===== config.mk =====
export PLATFORM = sky130hd
export DESIGN_NAME = vlc_output_arbiter
export DESIGN_NICKNAME = d
export VERILOG_FILES = /design/src/rtl/vlc_pkg.sv /design/src/rtl/vlc_port_fifo.sv /design/src/rtl/vlc_output_arbiter.sv
export SDC_FILE = /design/constraint.sdc
export NUM_CORES = 1
export LEC_CHECK = 0
export ABC_AREA = 1
export CAP_MARGIN = 30
export CORE_MARGIN = 2
export CORE_UTILIZATION = 45
export DETAILED_ROUTE_END_ITERATION = 12
export GPL_ROUTABILITY_DRIVEN = 0
export PLACE_DENSITY = 0.67
export SLEW_MARGIN = 15
export SYNTH_ARGS = -nofsm -noshare
export SYNTH_HDL_FRONTEND = slang
export SYNTH_SLANG_ARGS = --single-unit
export TNS_END_PERCENT = 50

===== constraint.sdc =====
create_clock -name clock -period 5 [get_ports clock]
set_input_delay 0.75 -clock clock [delete_from_list [all_inputs] [get_ports clock]]
set_output_delay 0.75 -clock clock [all_outputs]
set_load 0.005 [all_outputs]

===== src/rtl/vlc_pkg.sv =====
// rtl/vlc_pkg.sv - shared constants, FSM states and entry layout for the VLC output path
package vlc_pkg;

   localparam int VLC_WORD_W  = 32;
   localparam int VLC_SIZE_W  = 32;
   localparam int VLC_ENTRY_W = VLC_WORD_W + VLC_SIZE_W + 2;

   typedef enum logic [1:0] {
      ARB_IDLE = 2'd0,
      ARB_RUN  = 2'd1,
      ARB_DONE = 2'd2
   } arb_state_t;

   typedef struct packed {
      logic [VLC_WORD_W-1:0] val;
      logic [VLC_SIZE_W-1:0] size;
      logic                  flush;
      logic                  last;
   } vlc_entry_t;

endpackage


===== src/rtl/vlc_port_fifo.sv =====
// rtl/vlc_port_fifo.sv - per-producer synchronous FIFO; push on full succeeds only alongside a pop
module vlc_port_fifo #(
   parameter int DEPTH = 4,
   parameter int WIDTH = 66
) (
   input  logic                       clock,
   input  logic                       reset_n,
   input  logic                       push,
   input  logic                       pop,
   input  logic [WIDTH-1:0]           din,
   output logic [WIDTH-1:0]           dout,
   output logic                       full,
   output logic                       empty,
   output logic [$clog2(DEPTH):0]     count
);

   localparam int AW = $clog2(DEPTH);
   localparam int CW = AW + 1;

   logic [WIDTH-1:0] mem [DEPTH];
   logic [AW-1:0]    wr_ptr;
   logic [AW-1:0]    rd_ptr;
   logic             do_push;
   logic             do_pop;

   assign full    = (count == CW'(DEPTH));
   assign empty   = (count == '0);
   assign do_pop  = pop & ~empty;
   assign do_push = push & (~full | do_pop);
   assign dout    = mem[rd_ptr];

   // DEPTH is a power of two, so the pointers wrap naturally
   always_ff @(posedge clock or negedge reset_n) begin
      if (!reset_n) begin
         wr_ptr <= '0;
         rd_ptr <= '0;
         count  <= '0;
      end else begin
         if (do_push) wr_ptr <= wr_ptr + AW'(1);
         if (do_pop)  rd_ptr <= rd_ptr + AW'(1);
         count <= count + CW'(do_push) - CW'(do_pop);
      end
   end

   always_ff @(posedge clock) begin
      if (do_push) mem[wr_ptr] <= din;
   end

endmodule


===== src/rtl/vlc_output_arbiter.sv =====
// rtl/vlc_output_arbiter.sv - strict-order drain of NUM_PORTS VLC producer FIFOs into one bit writer
// Optional bit statistics (bit_count, port_bits) enabled by VLC_ARB_STATS_EN.
module vlc_output_arbiter
   import vlc_pkg::*;
#(
   parameter int NUM_PORTS  = 3,
   parameter int FIFO_DEPTH = 4
) (
   input  logic                      clock,
   input  logic                      reset_n,
   input  logic                      start,
   input  logic [NUM_PORTS-1:0]      in_enable,
   input  logic [32*NUM_PORTS-1:0]   in_val,
   input  logic [32*NUM_PORTS-1:0]   in_size,
   input  logic [NUM_PORTS-1:0]      in_flush,
   input  logic [NUM_PORTS-1:0]      in_last,
   output logic [NUM_PORTS-1:0]      in_almost_full,
   output logic [NUM_PORTS-1:0]      overflow,
   output logic                      output_enable,
   output logic [VLC_WORD_W-1:0]     val,
   output logic [VLC_SIZE_W-1:0]     size_of_bit,
   output logic                      flush_bit,
   output logic                      busy,
`ifdef VLC_ARB_STATS_EN
   output logic [31:0]               bit_count,
   output logic [32*NUM_PORTS-1:0]   port_bits,
`endif
   output logic                      done
);

   localparam int PW = (NUM_PORTS > 1) ? $clog2(NUM_PORTS) : 1;
   localparam int CW = $clog2(FIFO_DEPTH) + 1;

   arb_state_t              state, state_nxt;
   logic [PW-1:0]           cur_port, cur_port_nxt;
   logic [NUM_PORTS-1:0]    fifo_full, fifo_empty, pop_vec, push_drop;
   logic [VLC_ENTRY_W-1:0]  fifo_dout [NUM_PORTS];
   logic [CW-1:0]           fifo_count [NUM_PORTS];
   vlc_entry_t              head;
   logic                    pop_now;
   logic                    start_ok;

   genvar gi;
   generate
      for (gi = 0; gi < NUM_PORTS; gi++) begin : g_port
         vlc_port_fifo #(.DEPTH(FIFO_DEPTH), .WIDTH(VLC_ENTRY_W)) u_fifo (
            .clock   (clock),
            .reset_n (reset_n),
            .push    (in_enable[gi]),
            .pop     (pop_vec[gi]),
            .din     ({in_val[32*gi +: 32], in_size[32*gi +: 32], in_flush[gi], in_last[gi]}),
            .dout    (fifo_dout[gi]),
            .full    (fifo_full[gi]),
            .empty   (fifo_empty[gi]),
            .count   (fifo_count[gi])
         );
         assign in_almost_full[gi] = (fifo_count[gi] >= CW'(FIFO_DEPTH - 1));
         assign push_drop[gi]      = in_enable[gi] & fifo_full[gi] & ~pop_vec[gi];
      end
   endgenerate

   assign head     = vlc_entry_t'(fifo_dout[cur_port]);
   assign pop_now  = (state == ARB_RUN) && !fifo_empty[cur_port];
   assign pop_vec  = pop_now ? (NUM_PORTS'(1) << cur_port) : '0;
   assign start_ok = (state == ARB_IDLE) && start;
   assign busy     = (state == ARB_RUN);

   always_comb begin
      state_nxt    = state;
      cur_port_nxt = cur_port;
      case (state)
         ARB_IDLE: begin
            if (start) begin
               state_nxt    = ARB_RUN;
               cur_port_nxt = '0;
            end
         end
         ARB_RUN: begin
            if (pop_now && head.last) begin
               if (cur_port == PW'(NUM_PORTS - 1)) state_nxt = ARB_DONE;
               else                                cur_port_nxt = cur_port + PW'(1);
            end
         end
         ARB_DONE: begin
            state_nxt    = ARB_IDLE;
            cur_port_nxt = '0;
         end
         default: begin
            state_nxt    = ARB_IDLE;
            cur_port_nxt = '0;
         end
      endcase
   end

   // done is registered from DONE so it lands one cycle after the final emitted entry
   always_ff @(posedge clock or negedge reset_n) begin
      if (!reset_n) begin
         state         <= ARB_IDLE;
         cur_port      <= '0;
         overflow      <= '0;
         done          <= 1'b0;
         output_enable <= 1'b0;
         val           <= '0;
         size_of_bit   <= '0;
         flush_bit     <= 1'b0;
      end else begin
         state         <= state_nxt;
         cur_port      <= cur_port_nxt;
         overflow      <= (start_ok ? '0 : overflow) | push_drop;
         done          <= (state == ARB_DONE);
         output_enable <= pop_now;
         val           <= pop_now ? head.val   : '0;
         size_of_bit   <= pop_now ? head.size  : '0;
         flush_bit     <= pop_now ? head.flush : 1'b0;
      end
   end

`ifdef VLC_ARB_STATS_EN
   always_ff @(posedge clock or negedge reset_n) begin
      if (!reset_n) begin
         bit_count <= '0;
         port_bits <= '0;
      end else if (start_ok) begin
         bit_count <= '0;
         port_bits <= '0;
      end else if (pop_now) begin
         bit_count <= bit_count + head.size;
         for (int i = 0; i < NUM_PORTS; i++) begin
            if (pop_vec[i]) port_bits[32*i +: 32] <= port_bits[32*i +: 32] + head.size;
         end
      end
   end
`endif

endmodule

### After elaboration in Yosys (flattened, before gate mapping)

Memory sizes are Yosys's and may differ from the RTL's.
Index checks and enable logic that the tools add are counted.

| operators by class | value |
|---|---|
| $lt $le $gt $ge | 5 |
| mux-type cells | 24 |
| equality and inequality tests | 10 |
| add/subtract/negate cells | 13 |
| reductions and logical operators | 10 |
| bitwise logic cells | 26 |
| shift-type cells | 1 |

Operators by type and width:

| cell | number |
|---|---|
| $bmux 66 s2 | 1 |
| $mux 66 | 2 |
| $mux 32 | 2 |
| $add 2x1->2 const B | 7 |
| $and 1x1->1 | 12 |
| $mux 2 | 6 |
| $add 3x1->3 | 3 |
| $eq 3x3->1 const B | 3 |
| $ge 3x2->1 const B | 3 |
| $logic_not 3->1 | 3 |
| $not 1->1 | 9 |
| $sub 3x1->3 | 3 |
| $mux 1 | 8 |
| $pmux 2 s2 | 2 |
| $mux 3 | 2 |
| $reduce_and 3->1 | 2 |
| $eq 2x2->1 const B | 2 |
| $ne 2x1->1 const B | 2 |
| $ne 2x2->1 const B | 2 |
| $ge 3x3->1 const B | 1 |
| $logic_and 1x1->1 | 3 |
| $lt 2x3->1 const B | 1 |
| $not 2->3 | 1 |
| $or 1x1->1 | 3 |
| other kinds (6) | 6 |

| storage, ports and cells | value |
|---|---|
| output and inout bits | 74 |
| logic and storage cells | 109 |
| bits in writable memories | 792 |
| memories | 3 |
| register bits after elaboration | 95 |
| bits of input ports | 204 |

Memory list:

| name | depth | width | rd ports | clocked after memory_dff | write ports | line | source |
|---|---|---|---|---|---|---|---|
| g_port[0].u_fifo.mem | 4 | 66 | 1 | 0 | 1 | vlc_port_fifo.sv:20 | `logic [WIDTH-1:0] mem [DEPTH];` |
| g_port[1].u_fifo.mem | 4 | 66 | 1 | 0 | 1 | vlc_port_fifo.sv:20 |  |
| g_port[2].u_fifo.mem | 4 | 66 | 1 | 0 | 1 | vlc_port_fifo.sv:20 |  |

### Longest topological paths before layout

| logic depth | value |
|---|---|
| depth in word-level cells | 11 |
| mapped depth | 14 |
| depth with buffers taken out | 13 |

### By module

Synthesis repeated with hierarchy kept, for this count alone.

| second synthesis, totals | value |
|---|---|
| cells, all modules | 2711 |
| area total of the unflattened synthesis | 35072.4 um^2 |

By module, submodules not included:

| module | area an instance (um^2) | cells an instance | sequential area each (um^2) | instances |
|---|---|---|---|---|
| vlc_port_fifo (g_port[0].u_fifo ...) | 10451.3 | 758 | 8102.8 | 2 |
| vlc_port_fifo (g_port[2].u_fifo) | 10421.2 | 758 | 8102.8 | 1 |
| vlc_output_arbiter | 3748.6 | 437 | 1851.8 | 1 |

### Least setup slack after synthesis

No wires, ideal clock.

| timing | value |
|---|---|
| path kind | register to register |
| from | register cur_port[1] |
| to | memory g_port[1].u_fifo.mem[0][0], enable pin |
| path slack | 164 ps |
| required time | 4510 ps |
| data arrival time | 4346 ps |
| period minus slack after synthesis | 4836 ps |
| library setup time | 490 ps |
| stages on the path, launching flop included | 10 |
| path buffers | 3 |
| path through | dfrtp_1 > buf_6 > inv_4 > buf_2 > clkbuf_1 > ha_1 > nand3_2 > nand2_1 > nand2_2 > nor2_1 |

| on the way | value |
|---|---|
| word-level cells in the longest chain between the ends | 10 |
| elaborated cells between the ends (all ways) | 11 |
| classes of those cells | 1 x shift; 5 x mux; 3 x bitwise; 2 x reduce/logical |

RTL lines:

| element | line | source |
|---|---|---|
| start, declared | vlc_output_arbiter.sv:35 | `logic [PW-1:0] cur_port, cur_port_nxt;` |
| start signal, assigned | vlc_output_arbiter.sv:108 | `cur_port <= cur_port_nxt;` |
| $bmux 1 s2 | vlc_output_arbiter.sv:63 | `assign pop_now = (state == ARB_RUN) && !fifo_empty[cur_port];` |
| $mux 1 (implied by the code) | vlc_output_arbiter.sv:63 |  |
| $logic_not 1->1 | vlc_output_arbiter.sv:63 |  |
| $logic_and 1x1->1 | vlc_output_arbiter.sv:63 |  |
| $mux 3 * | vlc_output_arbiter.sv:64 | `assign pop_vec = pop_now ? (NUM_PORTS'(1) << cur_port) : '0;` |
| $and 1x1->1 * | vlc_port_fifo.sv:28 | `assign do_pop = pop & ~empty;` |
| $or 1x1->1 * | vlc_port_fifo.sv:29 | `assign do_push = push & (~full \| do_pop);` |
| $and 1x1->1 * | vlc_port_fifo.sv:29 |  |
| $mux 1 * | vlc_port_fifo.sv:46 | `if (do_push) mem[wr_ptr] <= din;` |
| $mux 1 (implied by the code) * | vlc_port_fifo.sv:46 |  |
| end, declared | vlc_port_fifo.sv:20 |  |

Mark *: on every way between the ends. The rest lies on a longest branch, timed or not. The select of a mux whose other input is x is not followed.

### Final worst setup path

| timing | value |
|---|---|
| from | register cur_port[1] |
| to | memory g_port[0].u_fifo.mem[3][28], enable pin |

| on the way | value |
|---|---|
| word-level cells in the longest chain between the ends | 10 |
| elaborated cells between the ends (all ways) | 11 |
| classes of those cells | 1 x shift; 5 x mux; 3 x bitwise; 2 x reduce/logical |

RTL lines:

| element | line |
|---|---|
| $bmux 1 s2 | vlc_output_arbiter.sv:63 |
| $mux 1 (implied by the code) | vlc_output_arbiter.sv:63 |
| $logic_not 1->1 | vlc_output_arbiter.sv:63 |
| $logic_and 1x1->1 | vlc_output_arbiter.sv:63 |
| $mux 3 * | vlc_output_arbiter.sv:64 |
| $and 1x1->1 * | vlc_port_fifo.sv:28 |
| $or 1x1->1 * | vlc_port_fifo.sv:29 |
| $and 1x1->1 * | vlc_port_fifo.sv:29 |
| $mux 1 * | vlc_port_fifo.sv:46 |
| $mux 1 (implied by the code) * | vlc_port_fifo.sv:46 |
| end, declared | vlc_port_fifo.sv:20 |

Marks and branches as above.

==> flow_summary_export.csv <==
group,metric,value,unit
status,status,"completed",
flow_run,maxCapViolations,0,
logic_synthesis,syn_inst,2574,
sta,tns,0,ns
logic_synthesis,yosysSeqAreaShare,75.9,%
logic_synthesis,synth.most_common_cell,"edfxtp_1",
floorplanning,core.rowCount,101,
clock_tree,cts_tree,"built",
sta,slew_headroom,35.4,%
logic_synthesis,synth.top_cell.area_share,69.0,%
worst_setup_path,crit_start,"cur_port[1]$_DFFE_PN0P_",
route,wl_per_cell,24.0,µm
logic_synthesis,syn_area,34500,µm²
floorplanning,io_pins,278,
logic_synthesis,yosys-top-cells-count,"edfxtp_1 (792), nor2_1 (351), nand2_1 (310), o21ai_0 (250), nand3_1 (217)",
clock_tree,htree_levels,3,
sta,hold_slack,0.171,ns
worst_setup_path,worst-setup-path-type,"flop to flop",
final_layout,fin_nets,3038,
clock_tree,cts_hold_buffers,0,
logic_synthesis,synthArstFlopShare,10.7,%
final_layout,final_layout_size_suffix_gt1_share,7.46,%
final_layout,syn_to_final_growth,19.2,%
floorplanning,die-area,78800,µm²
logic_synthesis,yosysWarnings,0,
route,drc,0,
global_route,grt_overflow_total,0,
worst_setup_path,cp.arrival,3.90,ns
sta,fmax,0.276,GHz
global_route,grt_pass1_vias,21664,
pwr,vdd_drop_max,0.417,mV
floorplanning,die_y,281,µm
clock_tree,clock_latency,0.66,ns
worst_setup_path,endpoint_kind,"flop",
worst_setup_path,r2r_start,"cur_port[1]$_DFFE_PN0P_",
worst_setup_path,r2r_cells,8,
logic_synthesis,syn-num-nets,2805,
route,drtAntennaViolNets,0,
clock_tree,cts_sinks,887,
pwr,p_leak,14.2,nW
pwr,power.density,618,nW/µm²
clock_tree,cts_buffers,87,
floorplanning,initial_core_util,45.4,%
clock_tree,clockRootBuffer,"clkbuf_16",
sta,skew,0.0232,ns
place,io_buffers,277,
route,drt-initial-drc-count,2556,
sta,setup_viol,0,
route,drt_pass1_iterations,6,
sta,period_minus_slack,3.62,ns
worst_setup_path,startpoint_type,"flop",
logic_synthesis,avgSynthCellArea,13.4,µm²
min_path,hp-class,"primary input to async pin",
sta,final-max-slew-violation-count,0,
worst_setup_path,path_max_fanout,70,
global_route,grt_use_total,23.4,%
global_route,grt_pass1_wl,136,mm
global_route,antenna_found_initial,4,
sta,grt_setup_unrepaired,"no",
sta,worst_pin_slew,0.969,ns
clock_tree,clk_pin_slew,0.06,ns
global_route,grt_max_degree,99,
logic_synthesis,synth_ff_type,"edfxtp_1",
route,routed_wl,92.7,mm
worst_setup_path,crit_required,5.28,ns
logic_synthesis,synth.distinct_cells,32,
sta,fin_crit_sh,72.4,%
sta,hold_viol,0,
place,dpl.hpwl,57.8,mm
floorplanning,die-width,281,µm
logic_synthesis,synth-edff-count,792,
logic_synthesis,yosysTopAreaCell,"edfxtp_1",
clock_tree,cts_resized,0,
logic_synthesis,ys_seq_elements,887,
clock_tree,post_cts_buffers,0,
route,num_vias,21899,
floorplanning,core,75800,µm²
logic_synthesis,synthTopCellsByArea,"edfxtp_1 (69%), dfrtp_1 (6.9%), nor2_1 (3.8%), o21ai_0 (3.6%), nand2_1 (3.4%)",
route,via_per_inst,5.67,
clock_tree,clk_path_buf_depth,3,
## worst paths after layout
| kind | to | slack [ns] |
|---|---|---|
| min | size_of_bit[10]$_DFF_PN0_ | 0.17 |
| min in group clock | done$_DFF_PN0_ | 0.46 |
| min reg2reg | done$_DFF_PN0_ | 0.46 |
| max | g_port[0].u_fifo.mem[3][28]$_DFFE_PP_ | 1.38 |
| max in group asynchronous | cur_port[0]$_DFFE_PN0P_ | 3.74 |
| max reg2reg | g_port[0].u_fifo.mem[3][28]$_DFFE_PP_ | 1.38 |
## per-stage QoR
stage	worst slack (ns)	total power (W)	cell area (µm²)	utilization (%)	std cells
final	1.38	0.0254	41100	54.2	3861
after CTS	1.36	0.0256	41000	54.1	3857
after global routing	1.21	0.0267	41100	54.2	3859
after floorplan	0.164	0.0157	34500	-	2574
after detailed placement	1.35	0.0189	38100	50.2	3694
after global placement	1.40	0.0186	38100	50.2	3694
## power by group
| part | switching [W] | leakage [nW] | internal, W |
|---|---|---|---|
| Combinational | 0.00539 | 4.28 | 0.00250 |
| Clock | 0.00282 | 1.45 | 0.00385 |
| Sequential | 0.000942 | 8.43 | 0.00992 |
## worst max-delay path: stages, from the launching register on
cell     delay [ns]
dfrtp_4        0.50
inv_6          0.47
buf_4          0.76
ha_1           0.30
nand3_2        0.12
nand2_2        0.13
nand2_2        0.16
nor2_4         0.15
buf_4          0.54
## routing by layer
layer / routed length [µm] / vias up / track usage [%]
met3: 5950 / 159 / 3.42
li1: - / 9920 / -
met2: 47900 / 905 / 41.1
met4: 3760 / 2 / 9.06
met1: 35100 / 10913 / 29.3
met5: 13 / - / 0
## cell type report
class	count	area, µm²
fillers	6082	34700
flip-flops and latches	887	26200
multi-input cells	1454	7320
repair buffers	317	3150
clock buffers	117	2450
well taps	978	1220
clock inverters	46	509
inverters	60	239
diodes	2	5.00
## flip-flops by register name, indices dropped and copies added, names as in the netlist
| register | cells |
|---|---|
| g_port.u_fifo.count | 9 |
| g_port.u_fifo.mem | 792 |
| cur_port | 2 |
| g_port.u_fifo.rd_ptr | 6 |
| flush_bit | 1 |
| size_of_bit | 32 |
| state | 2 |
| done | 1 |
| output_enable | 1 |
| overflow | 3 |
| g_port.u_fifo.wr_ptr | 6 |
| val | 32 |
## kinds of logic after synthesis
| logic type | after synthesis | share of synthesized area (%) |
|---|---|---|
| AND/OR/NAND/NOR | 958 | 11.8 |
| flip-flops | 887 | 75.9 |
| AO/OA/AOI/OAI | 462 | 7.92 |
| buffers and inverters | 233 | 3.10 |
| adder cells (fa/ha/maj) | 27 | 1.05 |
| XOR/XNOR | 7 | 0.178 |
## cells in the final DEF, fill, tap and decap left out, types with 14 or more instances in the layout
cell	n
a21oi_1	65
buf_4	35
clkbuf_1	15
clkbuf_16	88
clkbuf_8	14
clkdlybuf4s50_1	276
clkinv_2	14
dfrtp_1	87
edfxtp_1	792
ha_1	24
inv_1	52
nand2_1	310
nand3_1	217
nand4_1	65
nor2_1	339
o211ai_1	65
o21ai_0	250
o21ai_1	16
o221ai_1	65
Note: power is estimated with default switching activity, not from simulation.
